===== config.mk =====
export PLATFORM = sky130hd
export DESIGN_NAME = verinject_injection_sequencer
export DESIGN_NICKNAME = d
export VERILOG_FILES = /design/src/rtl/verinject_injection_sequencer.sv
export SDC_FILE = /design/constraint.sdc
export NUM_CORES = 1
export LEC_CHECK = 0
export CORE_ASPECT_RATIO = 0.7
export CORE_MARGIN = 2
export CORE_UTILIZATION = 38
export DETAILED_ROUTE_END_ITERATION = 10
export GPL_ROUTABILITY_DRIVEN = 1
export PLACE_DENSITY = 0.61
export SLEW_MARGIN = 5
export SYNTH_ARGS = -nofsm -noshare
export SYNTH_HDL_FRONTEND = slang
export SYNTH_SLANG_ARGS = --single-unit

===== constraint.sdc =====
create_clock -name clock -period 12.45 [get_ports clock]
set_input_delay 1.8675 -clock clock [delete_from_list [all_inputs] [get_ports clock]]
set_output_delay 1.8675 -clock clock [all_outputs]
set_load 0.005 [all_outputs]

===== src/rtl/verinject_injection_sequencer.sv =====
// Schedule-driven source for the verinject fault-target bus: buffers (cycle, index)
// pairs and replays each index onto the bus for one cycle when its run cycle is reached.
module verinject_injection_sequencer #(
  parameter int          SCHED_DEPTH      = 8,
  parameter int          SCHED_DEPTH_LOG2 = 3,
  parameter int          CYCLE_WIDTH      = 32,
  parameter logic [31:0] IDLE_VALUE       = 32'hFFFF_FFFF
) (
  input  logic                        clock,
  input  logic                        reset,
  input  logic                        cfg_valid,
  output logic                        cfg_ready,
  input  logic [CYCLE_WIDTH-1:0]      cfg_cycle,
  input  logic [31:0]                 cfg_index,
  input  logic                        start,
  input  logic                        abort,
  output logic [31:0]                 verinject__injector_state,
  output logic                        busy,
  output logic                        done,
  output logic                        order_error,
  output logic [CYCLE_WIDTH-1:0]      cycle_count,
  output logic [SCHED_DEPTH_LOG2:0]   injected_count
);

  localparam int PW = SCHED_DEPTH_LOG2 + 1;

  typedef enum logic [1:0] {S_IDLE, S_RUN, S_DONE} state_t;

  state_t                 state;
  logic [CYCLE_WIDTH-1:0] cyc_mem [SCHED_DEPTH];
  logic [31:0]            idx_mem [SCHED_DEPTH];
  logic [CYCLE_WIDTH-1:0] last_cycle;
  logic [PW-1:0]          wr_ptr;
  logic [PW-1:0]          rd_ptr;

  logic                   empty;
  logic                   full;
  logic                   last_entry;
  logic                   accept;
  logic                   in_order;
  logic                   due;
  logic [CYCLE_WIDTH-1:0] head_cycle;
  logic [31:0]            head_index;

  function automatic logic [CYCLE_WIDTH-1:0] sat_inc_cycle(input logic [CYCLE_WIDTH-1:0] v);
    return (&v) ? v : v + 1'b1;
  endfunction

  function automatic logic [PW-1:0] sat_inc_count(input logic [PW-1:0] v);
    return (&v) ? v : v + 1'b1;
  endfunction

  // Pointers carry one wrap bit so full and empty are distinguishable.
  assign empty      = (wr_ptr == rd_ptr);
  assign full       = (wr_ptr[PW-1] != rd_ptr[PW-1]) &&
                      (wr_ptr[PW-2:0] == rd_ptr[PW-2:0]);
  assign last_entry = ((wr_ptr - rd_ptr) == PW'(1));
  assign head_cycle = cyc_mem[rd_ptr[PW-2:0]];
  assign head_index = idx_mem[rd_ptr[PW-2:0]];
  assign cfg_ready  = (state == S_IDLE) && !full;
  assign accept     = cfg_valid && cfg_ready;
  assign in_order   = empty || (cfg_cycle >= last_cycle);
  assign due        = !empty && (head_cycle <= cycle_count);

  // Schedule storage: data only, no reset needed.
  always_ff @(posedge clock) begin
    if (accept && in_order) begin
      cyc_mem[wr_ptr[PW-2:0]] <= cfg_cycle;
      idx_mem[wr_ptr[PW-2:0]] <= cfg_index;
      last_cycle              <= cfg_cycle;
    end
  end

  // Control FSM with registered bus and status outputs.
  always_ff @(posedge clock or posedge reset) begin
    if (reset) begin
      state                     <= S_IDLE;
      wr_ptr                    <= '0;
      rd_ptr                    <= '0;
      order_error               <= 1'b0;
      busy                      <= 1'b0;
      done                      <= 1'b0;
      cycle_count               <= '0;
      injected_count            <= '0;
      verinject__injector_state <= IDLE_VALUE;
    end else begin
      verinject__injector_state <= IDLE_VALUE;
      if (abort) begin
        state       <= S_IDLE;
        busy        <= 1'b0;
        done        <= 1'b0;
        wr_ptr      <= '0;
        rd_ptr      <= '0;
        order_error <= 1'b0;
      end else begin
        case (state)
          S_IDLE: begin
            if (accept) begin
              if (in_order) wr_ptr <= wr_ptr + 1'b1;
              else          order_error <= 1'b1;
            end
            if (start) begin
              state          <= S_RUN;
              busy           <= 1'b1;
              cycle_count    <= '0;
              injected_count <= '0;
            end
          end
          S_RUN: begin
            cycle_count <= sat_inc_cycle(cycle_count);
            if (empty) begin
              state <= S_DONE;
              busy  <= 1'b0;
              done  <= 1'b1;
            end else if (due) begin
              verinject__injector_state <= head_index;
              rd_ptr <= rd_ptr + 1'b1;
              if (head_index != IDLE_VALUE) injected_count <= sat_inc_count(injected_count);
              if (last_entry) begin
                state <= S_DONE;
                busy  <= 1'b0;
                done  <= 1'b1;
              end
            end
          end
          default: ;
        endcase
      end
    end
  end

endmodule


After elaboration in Yosys (flattened, before gate mapping)
Memory sizes are Yosys's and may differ from the RTL's.
Index checks and enable logic that the tools add are counted.
W data, S select, Z words.
{"block": "classes", "add_sub_neg": 5, "n_lt_le_gt_ge": 2, "n_eq_ne": 17, "n_mux": 44, "n_bitwise": 1, "reduce_logical": 27}
{"op": "$mux W32", "n": 6}
{"op": "$pmux W32 S2", "n": 1}
{"op": "$mux W4", "n": 13}
{"op": "$add A32 B1 Y32 const B", "n": 1}
{"op": "$ge A32 B32 Y1", "n": 1}
{"op": "$le A32 B32 Y1", "n": 1}
{"op": "$ne A32 B32 Y1 const B", "n": 1}
{"op": "$reduce_and A32 Y1", "n": 1}
{"op": "$mux W1", "n": 16}
{"op": "$ne A2 B2 Y1 const B", "n": 8}
{"op": "$add A4 B1 Y4 const B", "n": 3}
{"op": "$reduce_and A3 Y1", "n": 4}
{"op": "$reduce_and A4 Y1", "n": 3}
{"op": "$reduce_bool A2 Y1", "n": 6}
{"op": "$mux W2", "n": 5}
{"op": "$reduce_bool A3 Y1", "n": 3}
{"op": "$ne A4 B4 Y1 const B", "n": 2}
{"op": "$pmux W4 S2", "n": 1}
{"op": "$reduce_and A7 Y1", "n": 1}
{"op": "$logic_and A1 B1 Y1", "n": 5}
{"op": "$eq A4 B1 Y1 const B", "n": 1}
{"op": "$eq A4 B4 Y1", "n": 1}
{"op": "$pmux W2 S2", "n": 1}
{"op": "$sub A4 B4 Y4", "n": 1}
{"op": "other kinds (9)", "n": 10}
{"block": "totals", "regBits": 113, "mem_bits_rw": 512, "in_bits": 69, "elab_cells": 108, "memories": 2}
{"memory": "cyc_mem", "words": 8, "word_bits": 32, "read_ports": 1, "rd_clocked_by_memory_dff": 0, "wr": 1, "line_no": "30", "text": "logic [CYCLE_WIDTH-1:0] cyc_mem [SCHED_DEPTH];"}
{"memory": "idx_mem", "words": 8, "word_bits": 32, "read_ports": 1, "rd_clocked_by_memory_dff": 0, "wr": 1, "line_no": "31", "text": "logic [31:0] idx_mem [SCHED_DEPTH];"}

Longest topological paths before layout
Gate-level depths: netlist (run 1).
{"block": "depth", "ltp_word": 8, "ltp_mapped": 18, "ltp_nobuf": 12}

Worst setup path after synthesis (run 1)
OpenSTA, ideal clock, no wires.
{"block": "synth_timing", "path_kind": "input-to-reg", "startpoint": "in cfg_cycle[9]", "endpoint": "mem cyc_mem[6][0], enable pin", "setup_ns": 0.578, "arrival_ns": 9.585, "required_time_ns": 11.872, "slack_ns": 2.287, "stages": 9, "path_buffers": 0, "path_cell_list": "ha_1 a21o_1 a21o_1 a21oi_1 a211oi_1 nand3_1 a21oi_1 nand2_1 nor3b_1"}
{"block": "synth_via", "elab_chain_cells": 5}
{"element": "start: declaration", "line_no": "13", "text": "input logic [CYCLE_WIDTH-1:0] cfg_cycle,"}
{"element": "$ge A32 B32 Y1", "line_no": "62", "text": "assign in_order = empty || (cfg_cycle >= last_cycle);"}
{"element": "$logic_or A1 B1 Y1", "line_no": "62"}
{"element": "$logic_and A1 B1 Y1", "line_no": "67", "text": "if (accept && in_order) begin"}
{"element": "$mux W1", "line_no": "67"}
{"element": "$mux W1 (implied by the code)", "line_no": "68", "text": "cyc_mem[wr_ptr[PW-2:0]] <= cfg_cycle;"}
{"element": "end: declaration", "line_no": "30"}
Every way passes these cells.

Worst setup path in the final report (run 1)
{"block": "layout_timing", "startpoint": "reg rd_ptr[1]", "endpoint": "out cfg_ready"}
{"block": "layout_via", "elab_chain_cells": 4}
{"element": "start: declaration", "line_no": "34", "text": "logic [PW-1:0] rd_ptr;"}
{"element": "start signal: assignment", "line_no": "117", "text": "rd_ptr <= rd_ptr + 1'b1;"}
{"element": "$eq A3 B3 Y1", "line_no": "56", "text": "(wr_ptr[PW-2:0] == rd_ptr[PW-2:0]);"}
{"element": "$logic_and A1 B1 Y1", "line_no": "55", "text": "assign full = (wr_ptr[PW-1] != rd_ptr[PW-1]) &&"}
{"element": "$logic_not A1 Y1", "line_no": "60", "text": "assign cfg_ready = (state == S_IDLE) && !full;"}
{"element": "$logic_and A1 B1 Y1", "line_no": "60"}
{"element": "end: declaration", "line_no": "12", "text": "output logic cfg_ready,"}
Every way passes these cells.

==> reports/qor.csv, run 1 <==
metric,value,unit
place_area,0.0279,mm²
syn_area,0.0254,mm²
drv_cap,0,
critPathLaunchType,flip-flop,
initial_core_util,0.383,
dp_cells,2488,
clock_latency,0.64,ns
drcViolationCount,0,
drt_iter0_markers,1225,
r2r-end,verinject__injector_state[26],
cts_sinks,624,
routed.top_layer,met5,
synth_nets,1632,
synth_top_area_frac,0.642,
cts-buffers-inserted,61,
wirelength,60.3,mm
num_io_pins,141,
htree_levels,2,
crit_top_cell,buf_4,
nets,1801,
portBuffers,140,
hold_violations,0,
grt_antenna_before_repair,4,
fp.dieArea,0.0690,mm²
cts_tree,done,
drive_above_1_share,0.156,
area_delta_synth_final,17.4,%
rsz0062_at_grt,false,
synth_top_cell_by_area,edfxtp_1,
wl_met3,4.09,mm
slew_headroom,0.271,
fin_crit,6.13,ns
core_area,0.0663,mm²
worst_slack,6.32,ns
critical_path_buf_inv_count,4,
ys_top_cells_by_count,"544 x edfxtp_1, 148 x nand2_1, 96 x mux4_2, 72 x inv_1, 71 x ha_1",
syn_avg_cell_area,17.1,µm²
worst-path-max-fanout,55,
synth_ff_type,edfxtp_1,
r2r_cells,15,
synth.yosys.warnings,0,
place.gp.congestion,0.777,
cts_resized,0,
hold_start,done,
drt_first_pass_iters,6,
grt_pass1_wl,89.6,mm
die_h,220,µm
worstSetupPathType,reg -> out,
ant_nets,0,
via_per_inst,5.22,
finalMaxSlewViolations,0,
synth-seq-cells,624,
root_buffer,clkbuf_16,
rows,79,
synth_seq_area_share,0.723,
slowest_stage,buf_4,
postLayoutCellArea,0.0299,mm²
hold_path.class,reg -> reg,
syn_inst,1491,
wl_met2,27.1,mm
status,"complete, no violations",
grt_max_degree,111,
arrival,4.26,ns
yosysMostFrequentCell,edfxtp_1,
drt-met1-wl,28.0,mm
num_vias,13600,
hold_depth,2,
power.density,161,mW/mm²
vdd_drop_max,0.123,mV
synth-edff-count,544,
crit_chain,"buf_4, buf_4, inv_1, ha_1, nand3_1, nor2_1, nor3_1, clkdlybuf4s50_1",
reg2reg_slack,6.61,ns
worst_slew_pin_slew,1.09,ns
path_clk_slew,0.06,ns
hold_buffers,0,
setup-violations-final,0,
synthDistinctLibCells,58,
fmax,0.163,GHz
first_global_vias,13800,
clock_path_buffers,3,
min_to,done,
end_kind,primary output,
cp_data_required_time,10.58,ns
wl_per_cell,23.1,µm
post_cts_buffers,0,
critPathTopFamily,buffers and inverters,
finalCritPeriodShare,0.493,
synth-async-reset-ratio,0.128,
r2r_start,rd_ptr[1],
grt.total_usage,0.176,
fp.dieW,313,µm
final_cells,2603,
p_leak,9.90,nW
skew,0.0273,ns
dpl.hpwl,36.8,mm
final.setup.tns,0,ns
grt.overflow.total,0,
post-place-ws,6.28,ns
cpPeakStageDelay,0.76,ns
synth.area.top_cells,"edfxtp_1 64%, mux4_2 8.5%, dfrtp_1 4.7%, ha_1 3.5%, dfstp_2 3.3%",
[layout by cell type, fill, tap and decap left out, types with 5 or more instances in the layout]
cell type,instances
ha_1,71
o22ai_1,16
or3_1,6
dfstp_2,32
o21ai_0,24
nor2_1,44
nand2_1,148
a21o_1,17
dfrtp_1,45
inv_1,70
clkdlybuf4s50_1,140
mux4_2,96
nand4_1,29
a22oi_1,16
buf_4,26
nand2b_1,6
edfxtp_1,544
clkinv_1,15
and4_1,7
nor3_1,9
clkinv_2,15
clkbuf_1,12
mux2i_1,66
xnor2_1,34
nor4_1,14
nand3_1,23
bufinv_16,5
clkbuf_16,63
a21oi_1,46
[state kept, by name (all words and copies together) (netlist names), 4 cells and up]
register / flops
cyc_mem: 256
verinject__injector_state: 32
idx_mem: 256
wr_ptr: 4
injected_count: 4
last_cycle: 32
cycle_count: 32
rd_ptr: 4
[kinds of logic after synthesis]
group / Yosys count / synth area share
multiplexers: 162 / 0.111
AO/OA/AOI/OAI: 149 / 0.0367
XOR/XNOR: 36 / 0.0124
adder cells (fa/ha/maj): 72 / 0.0357
flip-flops: 624 / 0.723
buffers and inverters: 133 / 0.0229
AND/OR/NAND/NOR: 315 / 0.0586
[report_power, final]
group          leakage [nW]  switching [mW]  internal, mW
sequential             5.93          0.0483          2.41
clock                 0.952           0.771          1.02
combinational          3.02           0.324         0.216
[layout make-up]
type	instances	area, µm²
fill	5664	36500
sequential	624	18400
multi-input combinational	734	6540
clock buffer	75	1620
timing repair buffer	167	1620
tap	891	1110
clock inverter	38	307
inverter	72	273
antenna	2	5.00
[stage by stage]
step | utilization | hold WS (ns) | power (mW)
floorplan | - | 0.486 | 2.82
global placement | 0.421 | 0.546 | 3.03
detailed placement | 0.421 | 0.536 | 3.05
CTS | 0.450 | 0.553 | 4.84
global route | 0.450 | 0.584 | 4.99
finish | 0.450 | 0.556 | 4.79
[layer usage]
metal | vias up | global-route usage
li1 | 6114 | -
met1 | 7019 | 0.255
met2 | 372 | 0.270
met3 | 84 | 0.0425
met4 | 8 | 0.0383
met5 | - | 0
[how the worst max path moves through the flow]
| stage | from | end | slack [ns] | cells after the start |
|---|---|---|---|---|
| floorplan | cfg_cycle[9] | cyc_mem[6][0] | 2.29 | 9 |
| global placement | cfg_cycle[0] | cyc_mem[4][28] | 6.34 | 12 |
| detailed placement | cfg_cycle[0] | cyc_mem[4][28] | 6.28 | 12 |
| CTS | rd_ptr[1] | cfg_ready | 6.26 | 8 |
| global route | rd_ptr[1] | cfg_ready | 6.14 | 8 |
| finish | rd_ptr[1] | cfg_ready | 6.32 | 8 |
[worst register-to-register path, stage by stage (launching register included)]
cell,delay [ns]
dfrtp_4,0.60
buf_4,0.76
buf_4,0.62
mux4_2,0.43
nand2_1,0.10
nand2_1,0.11
ha_1,0.30
nand4_1,0.14
nor4_1,0.78
nand2_1,0.42
o31a_1,0.27
nor3_4,0.39
nand2_1,0.19
nor2_2,0.11
buf_4,0.34
nand2_1,0.18
Power figures use the tool's default switching activity.
==> run 2, diff against run 1 <==
--- a/config.mk
+++ b/config.mk
@@ -10,7 +10,7 @@
 export CORE_UTILIZATION = 38
 export DETAILED_ROUTE_END_ITERATION = 10
 export GPL_ROUTABILITY_DRIVEN = 1
-export PLACE_DENSITY = 0.61
+export PLACE_DENSITY = 0.63
 export SLEW_MARGIN = 5
 export SYNTH_ARGS = -nofsm -noshare
 export SYNTH_HDL_FRONTEND = slang
==> constraint.sdc (replaced) <==
create_clock -name clock -period 5.2 [get_ports clock]
set_input_delay 0.78 -clock clock [delete_from_list [all_inputs] [get_ports clock]]
set_output_delay 0.78 -clock clock [all_outputs]
set_load 0.005 [all_outputs]
==> reports/qor.csv, run 2 (synthesis gave the netlist of run 1 again) <==
metric,value,unit
initial_core_util,0.383,
r2r-end,injected_count[0],
portBuffers,140,
arrival,3.68,ns
drcViolationCount,0,
reg2reg_slack,0.78,ns
critPathLaunchType,flip-flop,
finalMaxSlewViolations,0,
slowest_stage,dfrtp_4,
grt_max_degree,48,
drt_iter0_markers,1138,
slew_headroom,0.294,
end_kind,primary output,
clock_path_buffers,3,
htree_levels,2,
grt.total_usage,0.171,
post-place-ws,0.681,ns
grt_pass1_wl,87.9,mm
post_cts_buffers,0,
r2r_cells,14,
power.density,389,mW/mm²
cts_tree,done,
drt_first_pass_iters,6,
cp.depth,7,
hold_start,done,
dpl.hpwl,37.7,mm
num_io_pins,141,
fin_crit,4.46,ns
place.gp.congestion,0.828,
worst-path-max-fanout,44,
cts_resized,0,
grt_antenna_before_repair,5,
nFillCells,5646,
hold_path.class,reg -> reg,
num_vias,13800,
final_cell_mix,"544 x edfxtp_1, 147 x nand2_1, 140 x clkdlybuf4s50_1, 96 x mux4_2, 71 x ha_1",
fp.dieW,313,µm
rsz0062_at_grt,false,
hold_buffers,0,
first_global_vias,13800,
fmax,0.224,GHz
finalCritPeriodShare,0.858,
critical_path_buf_inv_count,3,
rows,79,
drv_cap,0,
status,"complete, no violations",
grt.overflow.total,0,
die_h,220,µm
path_clk_slew,0.06,ns
cts_sinks,624,
vdd_drop_max,0.232,mV
cp_data_required_time,4.42,ns
totalPowerFinal,11.8,mW
crit_start,rd_ptr[1],
final_common_cell,edfxtp_1,
core_area,0.0663,mm²
crit_chain,"buf_12, inv_1, ha_1, nand3_1, nor2_1, nor3_2, clkdlybuf4s50_1",
multiInputGateArea,0.00658,mm²
area_delta_synth_final,19.4,%
ant_nets,0,
p_leak,10.1,nW
wirelength,59.3,mm
hold_violations,0,
wl_per_cell,22.6,µm
worstSetupPathType,reg -> out,
crit_path_end,cfg_ready,
nets,1826,
setup-violations-final,0,
fp.dieArea,0.0690,mm²
worst_slew_pin_slew,1.05,ns
critPathTopFamily,buffers and inverters,
skew,0.0183,ns
seqCellArea,0.0184,mm²
via_per_inst,5.25,
worst_slack,0.738,ns
drive_above_1_share,0.173,
clock_latency,0.63,ns
cpPeakStageDelay,0.92,ns
cts-buffers-inserted,60,
r2r_start,rd_ptr[0],
final.setup.tns,0,ns
root_buffer,clkbuf_16,
run 2: tightest hold or removal path, stage by stage (launching register included):
cell     delay [ns]
dfrtp_1        0.36
a21oi_1        0.05
nor2_1         0.08
run 2: layout make-up:
cell class / instances / area share
multi-input combinational: 734 / 0.217
antenna: 1 / 0.0000824
clock inverter: 33 / 0.0153
clock buffer: 80 / 0.0536
timing repair buffer: 193 / 0.0626
sequential: 624 / 0.606
tap: 891 / 0.0367
inverter: 72 / 0.00899
run 2: through the flow:
| stage | area [µm²] | hold WS, ns | std cells | util |
|---|---|---|---|---|
| 2_1_floorplan | 25500 | 0.486 | 1491 | - |
| 3_3_place_gp | 28300 | 0.516 | 2514 | 0.426 |
| 3_5_place_dp | 28300 | 0.519 | 2514 | 0.426 |
| 4_1_cts | 30300 | 0.537 | 2627 | 0.458 |
| 5_1_grt | 30300 | 0.580 | 2627 | 0.458 |
| 6_report | 30400 | 0.531 | 2628 | 0.458 |
run 2: metal layers:
layer | vias up | part of all wire | routed length, µm | GRT usage
met2 | 406 | 0.45 | 26600 | 0.260
met5 | - | 0.00081 | 48 | 0
li1 | 6174 | - | - | -
met1 | 7111 | 0.46 | 27400 | 0.249
met4 | 8 | 0.018 | 1050 | 0.0432
met3 | 93 | 0.072 | 4280 | 0.0406
run 2: how the worst min path moves through the flow:
stage | to | cells after the start
final | done | 2
after global routing | done | 2
after CTS | done | 2
after detailed placement | done | 2
after global placement | done | 2
after floorplan | done | 2
run 2: power by group:
part / switching [mW] / leakage [nW] / internal (mW)
Combinational: 0.783 / 3.18 / 0.547
Clock: 1.84 / 1.03 / 2.75
Sequential: 0.114 / 5.93 / 5.77
Total: 2.74 / 10.1 / 9.07
==> run 3, diff against run 2 <==
--- a/config.mk
+++ b/config.mk
@@ -11,6 +11,7 @@
 export DETAILED_ROUTE_END_ITERATION = 10
 export GPL_ROUTABILITY_DRIVEN = 1
 export PLACE_DENSITY = 0.63
+export REMOVE_ABC_BUFFERS = 1
 export SLEW_MARGIN = 5
 export SYNTH_ARGS = -nofsm -noshare
 export SYNTH_HDL_FRONTEND = slang
==> reports/qor.csv, run 3 (synthesis gave the netlist of run 1 again) <==
metric,value,unit
first_global_vias,14000,
die_h,220,µm
crit_chain,"buf_12, mux4_2, nand2_1, nand2_1, ha_1, nand4_1, nor4_1, nand2_1, o31a_1, nor3_4, nand2_1, nor2_2, buf_4, nand2_1",
rows,79,
root_buffer,clkbuf_16,
hold_start,done,
drcViolationCount,0,
htree_levels,2,
totalPowerFinal,11.4,mW
p_leak,10.0,nW
final_cell_mix,"544 x edfxtp_1, 148 x nand2_1, 140 x clkdlybuf4s50_1, 96 x mux4_2, 71 x ha_1",
power_switching_share,0.237,
hold_depth,2,
core_area,0.0663,mm²
multiInputGateArea,0.00655,mm²
final.setup.tns,0,ns
postLayoutCellArea,0.0302,mm²
cts-buffers-inserted,59,
cpPeakStageDelay,0.97,ns
critPathTopFamily,simple AND/OR/NAND/NOR gates,
nets,1822,
final_common_cell,edfxtp_1,
cts_resized,0,
post_cts_buffers,0,
drive_above_1_share,0.168,
finalCritPeriodShare,0.910,
end_kind,flip-flop,
holdWs,0.509,ns
grt_antenna_before_repair,8,
status,"complete, no violations",
power.density,378,mW/mm²
num_vias,13700,
fp.dieArea,0.0690,mm²
cts_sinks,624,
grt.overflow.total,0,
hold_violations,0,
rsz0062_at_grt,false,
worst-path-max-fanout,36,
combPwrFrac,0.115,
fmax,0.211,GHz
seqPwrFrac,0.515,
grt_pass1_wl,89.2,mm
drt_iter0_markers,1211,
slew_headroom,0.381,
place.gp.congestion,0.828,
initial_core_util,0.383,
slowest_stage,dfrtp_4,
clock_latency,0.63,ns
arrival,5.26,ns
skew,0.0242,ns
wirelength,59.0,mm
dpl.hpwl,36.4,mm
p_int,8.71,mW
fp.dieW,313,µm
drt_first_pass_iters,5,
wl_per_cell,22.5,µm
final_util,0.455,
drv_cap,0,
vdd_drop_max,0.248,mV
clock_path_buffers,3,
grt_max_degree,63,
critical_path_buf_inv_count,2,
portBuffers,140,
worstSetupPathType,reg -> reg,
fin_crit,4.73,ns
finalMaxSlewViolations,0,
seqCellArea,0.0184,mm²
critPathLaunchType,flip-flop,
min_to,done,
path_clk_slew,0.07,ns
worst_slew_pin_slew,0.920,ns
grt.total_usage,0.173,
clkPwrFrac,0.371,
num_io_pins,141,
r2r-end,verinject__injector_state[29],
ant_nets,0,
place_area,0.0283,mm²
via_per_inst,5.22,
cp_data_required_time,5.72,ns
hold_buffers,0,
area_delta_synth_final,18.7,%
setup-violations-final,0,
power_switching,2.71,mW
r2r_cells,14,
r2r_start,rd_ptr[0],
reg2reg_slack,0.47,ns
crit_top_cell,nand2_1,
hold_path.class,reg -> reg,
nFillCells,5638,
cts_tree,done,
run 3: cell types whose count changed in the layout (fill, tap and decap cells not counted), sizes merged:
cell,before,now
clkinv,18,27
bufinv,11,4
clkbuf,80,76
buf,53,50
clkinvlp,2,4
inv,74,72
run 3: cell type report:
class	instances	share of cell area
Antenna cell	1	0.0000829
Clock buffer	76	0.0534
Tap cell	891	0.0369
Inverter	72	0.00900
Sequential cell	624	0.609
Timing Repair Buffer	190	0.0643
Clock inverter	35	0.0102
Multi-Input combinational cell	734	0.217
run 3: worst max-delay path by stage:
stage | from | endpoint | cells past startpoint
2_1_floorplan | rd_ptr[0] | cyc_mem[6][0] | 9
3_3_place_gp | rd_ptr[0] | verinject__injector_state[30] | 14
3_5_place_dp | rd_ptr[0] | verinject__injector_state[4] | 14
4_1_cts | rd_ptr[0] | verinject__injector_state[26] | 14
5_1_grt | rd_ptr[0] | verinject__injector_state[8] | 14
6_report | rd_ptr[0] | verinject__injector_state[29] | 14
run 3: power groups by stage:
stage / Clock (mW) / Sequential (mW) / Combinational (mW)
after floorplan: 0 / 6.01 / 0.752
after global placement: 0 / 5.97 / 1.28
after detailed placement: 0 / 5.99 / 1.32
after CTS: 4.34 / 5.88 / 1.32
after global routing: 4.53 / 5.90 / 1.45
final: 4.23 / 5.88 / 1.31
run 3: per-stage QoR:
step / worst slack, ns / std cells
6_report: 0.468 / 2623
5_1_grt: 0.125 / 2622
4_1_cts: 0.407 / 2622
3_5_place_dp: 0.422 / 2511
3_3_place_gp: 0.483 / 2511
2_1_floorplan: -8.30 / 1430
run 3: layer usage:
metal / GRT usage / wire [µm] / vias up
met4: 0.0442 / 1100 / 10
met5: 0 / 57 / -
li1: - / - / 6168
met2: 0.274 / 27200 / 347
met1: 0.245 / 26700 / 7071
met3: 0.0377 / 4000 / 86
run 3: worst min-delay path, delay by kind of cell (launching register included):
family             cells  cell delay, ns
and+or+nand+nor        1            0.07
AOI/OAI and AO/OA      1            0.04
DFF                    1            0.35
